[src/rtl/wm_pkg.sv]
// Shared types for the washing-machine cycle timer.
// Timer FSM state encoding and TIMER_SEL duration codes.
package wm_pkg;

  typedef enum logic [1:0] {
    ST_IDLE   = 2'b00,
    ST_RUN    = 2'b01,
    ST_PAUSED = 2'b10,
    ST_DONE   = 2'b11
  } tmr_state_e;

  typedef enum logic [1:0] {
    SEL_DEF  = 2'b00,
    SEL_MED  = 2'b01,
    SEL_HIGH = 2'b10,
    SEL_SPIN = 2'b11
  } tmr_sel_e;

endpackage

[src/rtl/wm_prescaler.sv]
// Modulo-TICK_DIV cycle counter producing the 1 s tick.
// o_wrap flags the terminal count; the owner decides whether it is consumed.
module wm_prescaler #(
  parameter int TICK_DIV = 50_000_000
) (
  input  logic i_clk,
  input  logic i_rst_n,
  input  logic i_clr,
  input  logic i_hold,
  output logic o_wrap
);

  localparam int W = (TICK_DIV > 1) ? $clog2(TICK_DIV) : 1;
  localparam logic [W-1:0] LAST = W'(TICK_DIV - 1);

  logic [W-1:0] r_cnt;

  assign o_wrap = (r_cnt == LAST);

  always_ff @(posedge i_clk or negedge i_rst_n) begin
    if (!i_rst_n) begin
      r_cnt <= '0;
    end else if (i_clr) begin
      r_cnt <= '0;
    end else if (!i_hold) begin
      r_cnt <= o_wrap ? '0 : r_cnt + W'(1);
    end
  end

endmodule

[src/rtl/wm_cycle_timer.sv]
// Wash/spin phase timer: prescaled 1 s tick drives a seconds down-counter.
// Supports pause (hold) and abort; all outputs registered.
module wm_cycle_timer
  import wm_pkg::*;
#(
  parameter int TICK_DIV = 50_000_000,
  parameter int CNT_W    = 12,
  parameter int T_SEL0   = 60,
  parameter int T_SEL1   = 1200,
  parameter int T_SEL2   = 1800,
  parameter int T_SEL3   = 600
) (
  input  logic             CLK,
  input  logic             RST,
  input  logic             TIMER_EN,
  input  logic [1:0]       TIMER_SEL,
  input  logic             PAUSE,
  output logic             TIMER_DONE,
  output logic             BUSY,
  output logic             TICK,
  output logic [CNT_W-1:0] REMAINING
);

  tmr_state_e       r_state;
  tmr_state_e       w_nxt;
  logic [CNT_W-1:0] r_rem;
  logic [CNT_W-1:0] w_rem_nxt;
  logic [CNT_W-1:0] w_dur;
  logic             r_done;
  logic             r_busy;
  logic             r_tick;
  logic             w_tick_nxt;
  logic             w_clr;
  logic             w_hold;
  logic             w_wrap;

  wm_prescaler #(
    .TICK_DIV(TICK_DIV)
  ) u_presc (
    .i_clk  (CLK),
    .i_rst_n(RST),
    .i_clr  (w_clr),
    .i_hold (w_hold),
    .o_wrap (w_wrap)
  );

  always_comb begin
    w_dur = CNT_W'(T_SEL0);
    unique case (tmr_sel_e'(TIMER_SEL))
      SEL_DEF:  w_dur = CNT_W'(T_SEL0);
      SEL_MED:  w_dur = CNT_W'(T_SEL1);
      SEL_HIGH: w_dur = CNT_W'(T_SEL2);
      SEL_SPIN: w_dur = CNT_W'(T_SEL3);
    endcase
  end

  always_comb begin
    w_nxt      = r_state;
    w_rem_nxt  = r_rem;
    w_tick_nxt = 1'b0;
    w_clr      = 1'b0;
    w_hold     = 1'b1;
    unique case (r_state)
      ST_IDLE: begin
        w_clr     = 1'b1;
        w_rem_nxt = '0;
        if (TIMER_EN) begin
          w_nxt     = ST_RUN;
          w_rem_nxt = w_dur;
        end
      end
      ST_RUN, ST_PAUSED: begin
        // abort beats pause, which beats a pending tick
        if (!TIMER_EN) begin
          w_nxt     = ST_IDLE;
          w_rem_nxt = '0;
          w_clr     = 1'b1;
        end else if (PAUSE) begin
          w_nxt = ST_PAUSED;
        end else if (r_rem == '0) begin
          w_nxt = ST_DONE;
          w_clr = 1'b1;
        end else begin
          w_nxt  = ST_RUN;
          w_hold = 1'b0;
          if (w_wrap) begin
            w_tick_nxt = 1'b1;
            w_rem_nxt  = r_rem - CNT_W'(1);
            if (r_rem == CNT_W'(1)) begin
              w_nxt = ST_DONE;
            end
          end
        end
      end
      ST_DONE: begin
        w_clr     = 1'b1;
        w_rem_nxt = '0;
        if (!TIMER_EN) begin
          w_nxt = ST_IDLE;
        end
      end
    endcase
  end

  always_ff @(posedge CLK or negedge RST) begin
    if (!RST) begin
      r_state <= ST_IDLE;
      r_rem   <= '0;
      r_done  <= 1'b0;
      r_busy  <= 1'b0;
      r_tick  <= 1'b0;
    end else begin
      r_state <= w_nxt;
      r_rem   <= w_rem_nxt;
      r_done  <= (w_nxt == ST_DONE);
      r_busy  <= (w_nxt == ST_RUN) || (w_nxt == ST_PAUSED);
      r_tick  <= w_tick_nxt;
    end
  end

  assign TIMER_DONE = r_done;
  assign BUSY       = r_busy;
  assign TICK       = r_tick;
  assign REMAINING  = r_rem;

endmodule

[config.mk]
export PLATFORM = sky130hd
export DESIGN_NAME = wm_cycle_timer
export DESIGN_NICKNAME = d
export VERILOG_FILES = /design/src/rtl/wm_pkg.sv /design/src/rtl/wm_prescaler.sv /design/src/rtl/wm_cycle_timer.sv
export SDC_FILE = /design/constraint.sdc
export NUM_CORES = 1
export LEC_CHECK = 0
export CAP_MARGIN = 10
export CORE_ASPECT_RATIO = 2
export CORE_UTILIZATION = 59
export CTS_CLUSTER_SIZE = 12
export DETAILED_ROUTE_END_ITERATION = 6
export GPL_ROUTABILITY_DRIVEN = 0
export PLACE_DENSITY = 0.8
export SKIP_LAST_GASP = 1
export SLEW_MARGIN = 5
export SYNTH_ARGS = -nofsm -noshare
export SYNTH_HDL_FRONTEND = slang
export SYNTH_SLANG_ARGS = --single-unit
export TNS_END_PERCENT = 5
[constraint.sdc]
create_clock -name CLK -period 2.06 [get_ports CLK]
set_input_delay 0.206 -clock CLK [delete_from_list [all_inputs] [get_ports CLK]]
set_output_delay 0.206 -clock CLK [all_outputs]
set_load 0.02 [all_outputs]
After elaboration in Yosys (flattened, before gate mapping)
Index checks and enable logic that the tools add are counted.

Flip-flop bits (word level): 43.

$add $sub $neg: 2. Eq/ne operators: 15. Muxes and demuxes: 30. Reduce and logical (&&, ||, !) cells: 7.

Operators with widths (count): $mux 26 (3); $mux 12 (5); $pmux 12 s4 (1); $pmux 12 s3 (1); $add 26x1->26 const B (1); $eq 26x26->1 const B (1); $mux 2 (7); $eq 12x1->1 const B (1); $eq 2x2->1 const B (6); $logic_not 12->1 (1); $sub 12x1->12 const B (1); $mux 1 (11); $eq 2x1->1 const B (3); $ne 3x3->1 const B (2); $pmux 2 s3 (1); $logic_not 2->1 (2); $reduce_or 2->1 (2); $ne 3x2->1 const B (1); $reduce_and 3->1 (1); $ne 2x1->1 const B (1); $pmux 1 s2 (1); $logic_or 1x1->1 (1).

Longest topological paths before layout
Depth in word-level cells: 9. Depth in mapped cells: 8.

Cells and area by module
A second synthesis with hierarchy kept.

Cell total of the unflattened synthesis: 287. Area, all modules: 2696.3 µm².

By module, submodules not included: wm_prescaler (instances 1, cells an instance 150, area an instance 1480.2 µm², sequential area each 650.6 µm²); wm_cycle_timer (instances 1, cells an instance 137, area an instance 1216.2 µm², sequential area each 425.4 µm²).

Worst setup path before layout
No wires, ideal clock.

Path kind: register -> register. Start: reg r_state[0]. End: reg r_busy (netlist: BUSY). Arrival: 1.763 ns. Required time: 1.934 ns. Path slack: 0.171 ns. Cell stages (with the launch flop): 9. Path buffers: 2. Period minus slack after synthesis: 1.889 ns. Cell sequence: dfrtp_1 inv_1 ha_1 buf_2 nand2_1 clkbuf_1 nor2_1 a22o_1 ha_1.

Word-level cells in the longest chain between the ends: 5. Elaborated cells on any way between the ends: 11. Those cells by class: 5 x eq/ne; 3 x mux; 3 x reduce/logical.

RTL lines: start: declaration (RTL line wm_cycle_timer.sv:24) `tmr_state_e r_state;`; start signal: assignment (RTL line wm_cycle_timer.sv:113) `r_state <= w_nxt;`; $eq 2x1->1 or $eq 2x2->1 (tied branches) (RTL line wm_cycle_timer.sv:63) `unique case (r_state)`; $reduce_or 2->1 (RTL line wm_cycle_timer.sv:63); $pmux 2 s3 * (RTL line wm_cycle_timer.sv:63); net w_nxt[1] (RTL line wm_cycle_timer.sv:25) `tmr_state_e w_nxt;`; $eq 2x1->1 or $eq 2x2->1 (tied branches) (RTL line wm_cycle_timer.sv:116) `r_busy <= (w_nxt == ST_RUN) || (w_nxt == ST_PAUSED);`; $logic_or 1x1->1 * (RTL line wm_cycle_timer.sv:116); end signal: assignment (RTL line wm_cycle_timer.sv:116); end: declaration (RTL line wm_cycle_timer.sv:30) `logic r_busy;`.

The timed path passes the listed nets; every way through them passes the cells marked *. A chain may end at the register's enable or synchronous reset.

Worst setup path in the final report
Start: reg u_presc.r_cnt[16]. End: reg u_presc.r_cnt[13].

Word-level cells in the longest chain between the ends: 4.

RTL lines: start: declaration (RTL line wm_prescaler.sv:16) `logic [W-1:0] r_cnt;`; start signal: assignment (RTL line wm_prescaler.sv:26) `r_cnt <= o_wrap ? '0 : r_cnt + W'(1);`; $eq 26x26->1 (RTL line wm_prescaler.sv:18) `assign o_wrap = (r_cnt == LAST);`; $mux 26 (RTL line wm_prescaler.sv:26); $mux 26 (RTL line wm_prescaler.sv:25) `end else if (!i_hold) begin`; $mux 26 (RTL line wm_prescaler.sv:23) `end else if (i_clr) begin`.

Every way passes these cells. The select of a mux whose other input is x is not followed.

==> results.txt <==
Syn Nets -> 331
Placed Cells -> 414
cell count after synthesis -> 312
total number of vias -> 2901
Async S/R FF share, synth -> 100%
sequential area share after synthesis -> 38.0%
CTS sink count -> 43
io pins -> 21
Primary FF master, synth -> dfrtp_1
via/cell ratio -> 6.86
Seq cells post-synth -> 43
pin count of the biggest net entering global routing -> 44
core area -> 0.00460 mm^2
Mapped Area -> 0.00283 mm^2
# rows -> 35
CTS max path bufs -> 2
Sequential cell area -> 0.00108 mm^2
Tcrit/Tclk final -> 99.1%
total die area -> 0.00509 mm^2
P&R area growth vs syn -> 23.1%
Max-Cap Viols -> 0
Remaining Overflow, GRT -> 0
final instance area -> 0.00348 mm^2
Nets -> 386
vias in the first global route -> 3023
min Tclk post-route -> 2.04 ns
# fillers -> 334
Synth cell types -> 57
Worst-Margin Slew -> 0.569 ns
Slew Viols, Final -> 0
non-filler instance count after layout -> 423
residual antenna-violating net count after detailed routing -> 0
CP Capture Type -> flop
max incr delay on CP -> 0.45 ns
clock transition at the registers of the reported paths -> 0.09 ns
Synth area leaders -> dfrtp_1 (38%), ha_1 (5.7%), nor2_1 (4.4%)
CTS tree -> yes
DIE HEIGHT -> 100 um
1st-iter DRT viols -> 118
PortBufs -> 20
RSZ-0062 raised after global routing -> true
startpoint types -> flop
TritonRoute pass-1 iters -> 5
area share of the largest cell type after synthesis -> 38.0%
placed cell area -> 0.00334 mm^2
maximum vdd ir drop -> 1.09 mV
TritonCTS buffer count -> 5
final hold violations -> 0
layout cell share with drive strength beyond 1 -> 18.2%
initial antenna violation count -> 0
CP max FO -> 26
wire per inst -> 20.9 um
Setup CP Type -> reg2reg
Routed WL -> 8840 um
worst relative slew slack -> 62.1%
power per cell area -> 1170 mW/mm^2
Initial Util -> 61.6%
first-pass GRT wire length -> 14300 um
CP max-delay cell -> dfrtp_1
Peak Freq -> 490 MHz
Final setup viols -> 0
critical path cell sequence -> nor4b_2 > and4_4 > a211o_4 > nor2_1 > buf_4 > a22o_1
Synth area leader -> dfrtp_1
Antenna diodes -> 0
clock root cell -> clkbuf_8
Multi-input gate area -> 0.00166 mm^2
status -> completed
die width -> 51.0 um
HP Class -> in2async
leakage power total -> 1.54 nW
WP data arrival -> 2.24 ns
WP data required -> 2.26 ns
Post-synth EDFFs -> 0
hpwl dp -> 6540 um
synth warn -> 0
CTS H-tree lvls -> 2
DRC viols -> 0
Clock Skew -> 0.0114 ns
Mean Syn Cell Area -> 9.07 um^2
clk_lat worst skew -> 0.30 ns
gr usage total -> 38.5%
[stage by stage]
step	power (mW)	hold slack, ns	setup TNS (ns)	worst slack (ns)	utilization (%)
finish	4.06	0.512	0	0.0182	75.8
global placement	3.24	0.316	0	0.0976	72.7
floorplan	2.43	-0.0896	0	0.171	-
CTS	4.00	0.537	0	0.0119	75.6
detailed placement	3.30	0.317	0	0.0235	72.7
global route	4.28	0.578	-0.174	-0.0453	75.8
[layer usage]
metal | part of all wire (%) | vias to the layer above | track usage (%)
li1 | - | 1295 | -
met4 | 8.8 | 0 | 32.7
met1 | 33 | 1431 | 34.2
met5 | 0 | - | 0
met2 | 54 | 112 | 69.2
met3 | 3.6 | 63 | 8.33
[cells in the mapped netlist (5+ instances only)]
| master | n |
|---|---|
| inv_1 | 9 |
| dfrtp_1 | 43 |
| nand2_1 | 18 |
| and3_1 | 12 |
| nand3_1 | 12 |
| ha_1 | 13 |
| o211ai_1 | 6 |
| o21a_1 | 11 |
| o311ai_0 | 6 |
| o21ai_0 | 15 |
| nor3b_1 | 5 |
| a22o_1 | 6 |
| clkbuf_1 | 11 |
| a21oi_1 | 10 |
| nor3_1 | 16 |
| nor2_1 | 33 |
| nand4_1 | 10 |
| and4_1 | 5 |
[worst paths after layout]
| check | from | endpoint | slack, ns | cells past startpoint |
|---|---|---|---|---|
| setup reg to reg | u_presc.r_cnt[16]$_DFFE_PN0P_ | u_presc.r_cnt[13]$_DFFE_PN0P_ | 0.02 | 6 |
| max in group asynchronous | RST | REMAINING[0]$_DFFE_PN0P_ | 1.14 | 3 |
| setup / recovery | u_presc.r_cnt[16]$_DFFE_PN0P_ | u_presc.r_cnt[13]$_DFFE_PN0P_ | 0.02 | 6 |
| hold / removal | RST | u_presc.r_cnt[4]$_DFFE_PN0P_ | 0.51 | 3 |
| min in group CLK | u_presc.r_cnt[25]$_DFFE_PN0P_ | u_presc.r_cnt[25]$_DFFE_PN0P_ | 0.56 | 1 |
| hold reg to reg | u_presc.r_cnt[25]$_DFFE_PN0P_ | u_presc.r_cnt[25]$_DFFE_PN0P_ | 0.56 | 1 |
[report_power, final]
part	internal, mW	switching, mW	total, mW	leakage (nW)
logic	0.888	1.40	2.28	0.890
registers	0.967	0.111	1.08	0.589
clock network	0.393	0.309	0.702	0.0612
[state kept, by name, indices dropped and copies added (netlist names)]
name	flops
BUSY	1
r_state	2
TICK	1
u_presc.r_cnt	26
TIMER_DONE	1
REMAINING	12
[placed cells by master (no fill, tap or decap), types with 12 or more instances in the layout]
cell / Yosys / routed
buf_4: 1 / 43
dfrtp_1: 43 / 42
nor2_1: 33 / 33
clkdlybuf4s50_1: 0 / 19
nand2_1: 18 / 18
nor3_1: 16 / 16
o21ai_0: 15 / 14
ha_1: 13 / 13
nand3_1: 12 / 12
and3_1: 12 / 12
[worst max-delay path, delay by kind of cell (launching register included)]
family | cells | cell delay (ns)
flops | 1 | 0.45
simple gates | 3 | 0.80
buf+inv | 1 | 0.16
compound gates | 2 | 0.52
[kinds of logic (layout without fill, tap and decap cells)]
group	count (synthesis)	after routing	synth area share, %
xor gates and xnor gates	8	8	2.48
and+or+nand+nor	139	139	28.2
AOI/OAI and AO/OA	83	83	21.4
adders and majority gates	13	13	5.75
DFF	43	43	38.0
muxes	1	1	0.354
buffers and inverters	25	81	3.85
[what timing repair did]
item	CTS	global route
setup buffers	0	0
pin swaps	0	1
hold buffers	1	0
resized for setup	1	3
hold endpoints to repair	22	0
setup endpoints to repair	1	19
[cell type report]
cell class | count | area share (%)
Clock buffer | 6 | 2.37
Clock inverter | 2 | 1.01
Inverter | 9 | 0.969
Multi-Input combinational cell | 244 | 47.6
Sequential cell | 43 | 30.9
Tap cell | 55 | 1.97
Timing Repair Buffer | 64 | 15.2
No activity file was read; power rests on OpenSTA's default activity.
==> RTL edit: new RTL, same settings <==
Encoding of `tmr_state_e`: now one-hot (4 bits for 4 states).
--- a/src/rtl/wm_pkg.sv
+++ b/src/rtl/wm_pkg.sv
@@ -2,11 +2,11 @@
 // Timer FSM state encoding and TIMER_SEL duration codes.
 package wm_pkg;
 
-  typedef enum logic [1:0] {
-    ST_IDLE   = 2'b00,
-    ST_RUN    = 2'b01,
-    ST_PAUSED = 2'b10,
-    ST_DONE   = 2'b11
+  typedef enum logic [3:0] {
+    ST_IDLE   = 4'b0001,
+    ST_RUN    = 4'b0010,
+    ST_PAUSED = 4'b0100,
+    ST_DONE   = 4'b1000
   } tmr_state_e;
 
   typedef enum logic [1:0] {
Function: no difference found for any inputs over 10 cycles, from zero or initial values and one cycle with RST low; not proved beyond that.
==> RTL edit against the original RTL <==
- the flow now finishes with violations (setup timing)
- synthesized cell count rose by 13%
- sequential share of layout area fell by 4.6 points
- synthesized area rose by 11%
- final area rose by 24%
- worst setup slack got worse by 0.29 ns
- clock power fell by 10%
- sequential cell count rose by 2
- maximum frequency fell by 12%
- non-clock buffer count rose by 50
- routed wire length rose by 13%
- count of clock-buffer cells in the layout rose by 1
- total power rose by 14%
==> RTL edit: results <==
{
  "setup_viol": 41,
  "grt.total_usage": 0.3721,
  "status": "finished with violations",
  "final_cell_count_no_fill": 508,
  "cp_data_arrival_time_ns": 2.53,
  "cp_slowest_cell": "or4_4",
  "slew_headroom": 0.6046,
  "synth.net_count": 371,
  "dp.cells": 492,
  "final.setup.tns_ns": -4.972,
  "leakagePower_uw": 0.001812,
  "grt_start_max_net_pins": 24,
  "place_hpwl_mm": 7.110,
  "yosys-top-cells-area": "dfrtp_1 35%, a31oi_1 4.8%, ha_1 4.4%, nand4_1 3.6%, nand3_1 3.2%",
  "violations": "setup timing",
  "fin_ws_ns": -0.2671,
  "synthAdderAreaFrac": 0.04375,
  "grt_pass1_wl_mm": 15.46,
  "layout.nets": 466,
  "ir_drop_mv": 1.277,
  "synth_compound_area_frac": 0.1953,
  "gr-usage-met1": 0.3582,
  "place_area_um2": 3985,
  "max_stage_delay_ns": 0.60,
  "synthCells": 354,
  "drive_gt1_frac": 0.3267,
  "cp_max_fo": 10
}
==> RTL edit: changes by cell type after synthesis, moves of 9 or more <==
cell,delta
nor2_1,-25
a31oi_1,+23
or3_1,+9
o22ai_1,+9
o21a_1,-10
inv_1,+14
==> RTL edit: worst paths after layout <==
check,to,slack [ns],cells after the start
worst min register to register,u_presc.r_cnt[21],0.58,2
worst min-delay path,u_presc.r_cnt[16],0.41,2
min in group CLK,u_presc.r_cnt[21],0.58,2
worst max register to register,u_presc.r_cnt[16],-0.27,6
worst max-delay path,u_presc.r_cnt[16],-0.27,6
max in group asynchronous,u_presc.r_cnt[10],1.10,3
==> RTL edit: per-layer routing <==
metal	vias up	wire length (µm)
met4	0	592
met5	-	0
li1	1555	-
met3	49	372
met2	128	5616
met1	1699	3386
==> RTL edit: repair_timing <==
action | 4_1_cts | 5_1_grt
endpoints found under the setup margin | 42 | 43
buffers inserted | 3 | 4
resized for setup | 16 | 20
pin swaps | 12 | 8
hold endpoints to repair | 21 | 0
hold buffers | 1 | 0
==> RTL edit: final cells by class <==
class | instances | area [µm²]
Multi-Input combinational cell | 260 | 1986
Sequential cell | 45 | 1136
Timing Repair Buffer | 114 | 927.1
Fill cell | 290 | 829.5
Clock buffer | 7 | 96.34
Inverter | 23 | 86.33
Tap cell | 58 | 72.57
Clock inverter | 1 | 5.005
==> RTL edit: worst reg2reg max path: cells and delay by family, from the launching register on <==
family / cells / cell delay, ns
AOI/OAI and AO/OA: 1 / 0.26
and+or+nand+nor: 4 / 1.35
buffers and inverters: 1 / 0.20
DFF: 1 / 0.41
==> RTL edit: where the power goes <==
group          total, µW  switching, µW  internal (µW)
combinational       2850           1590           1260
clock                630            326            304
sequential          1160            129           1030
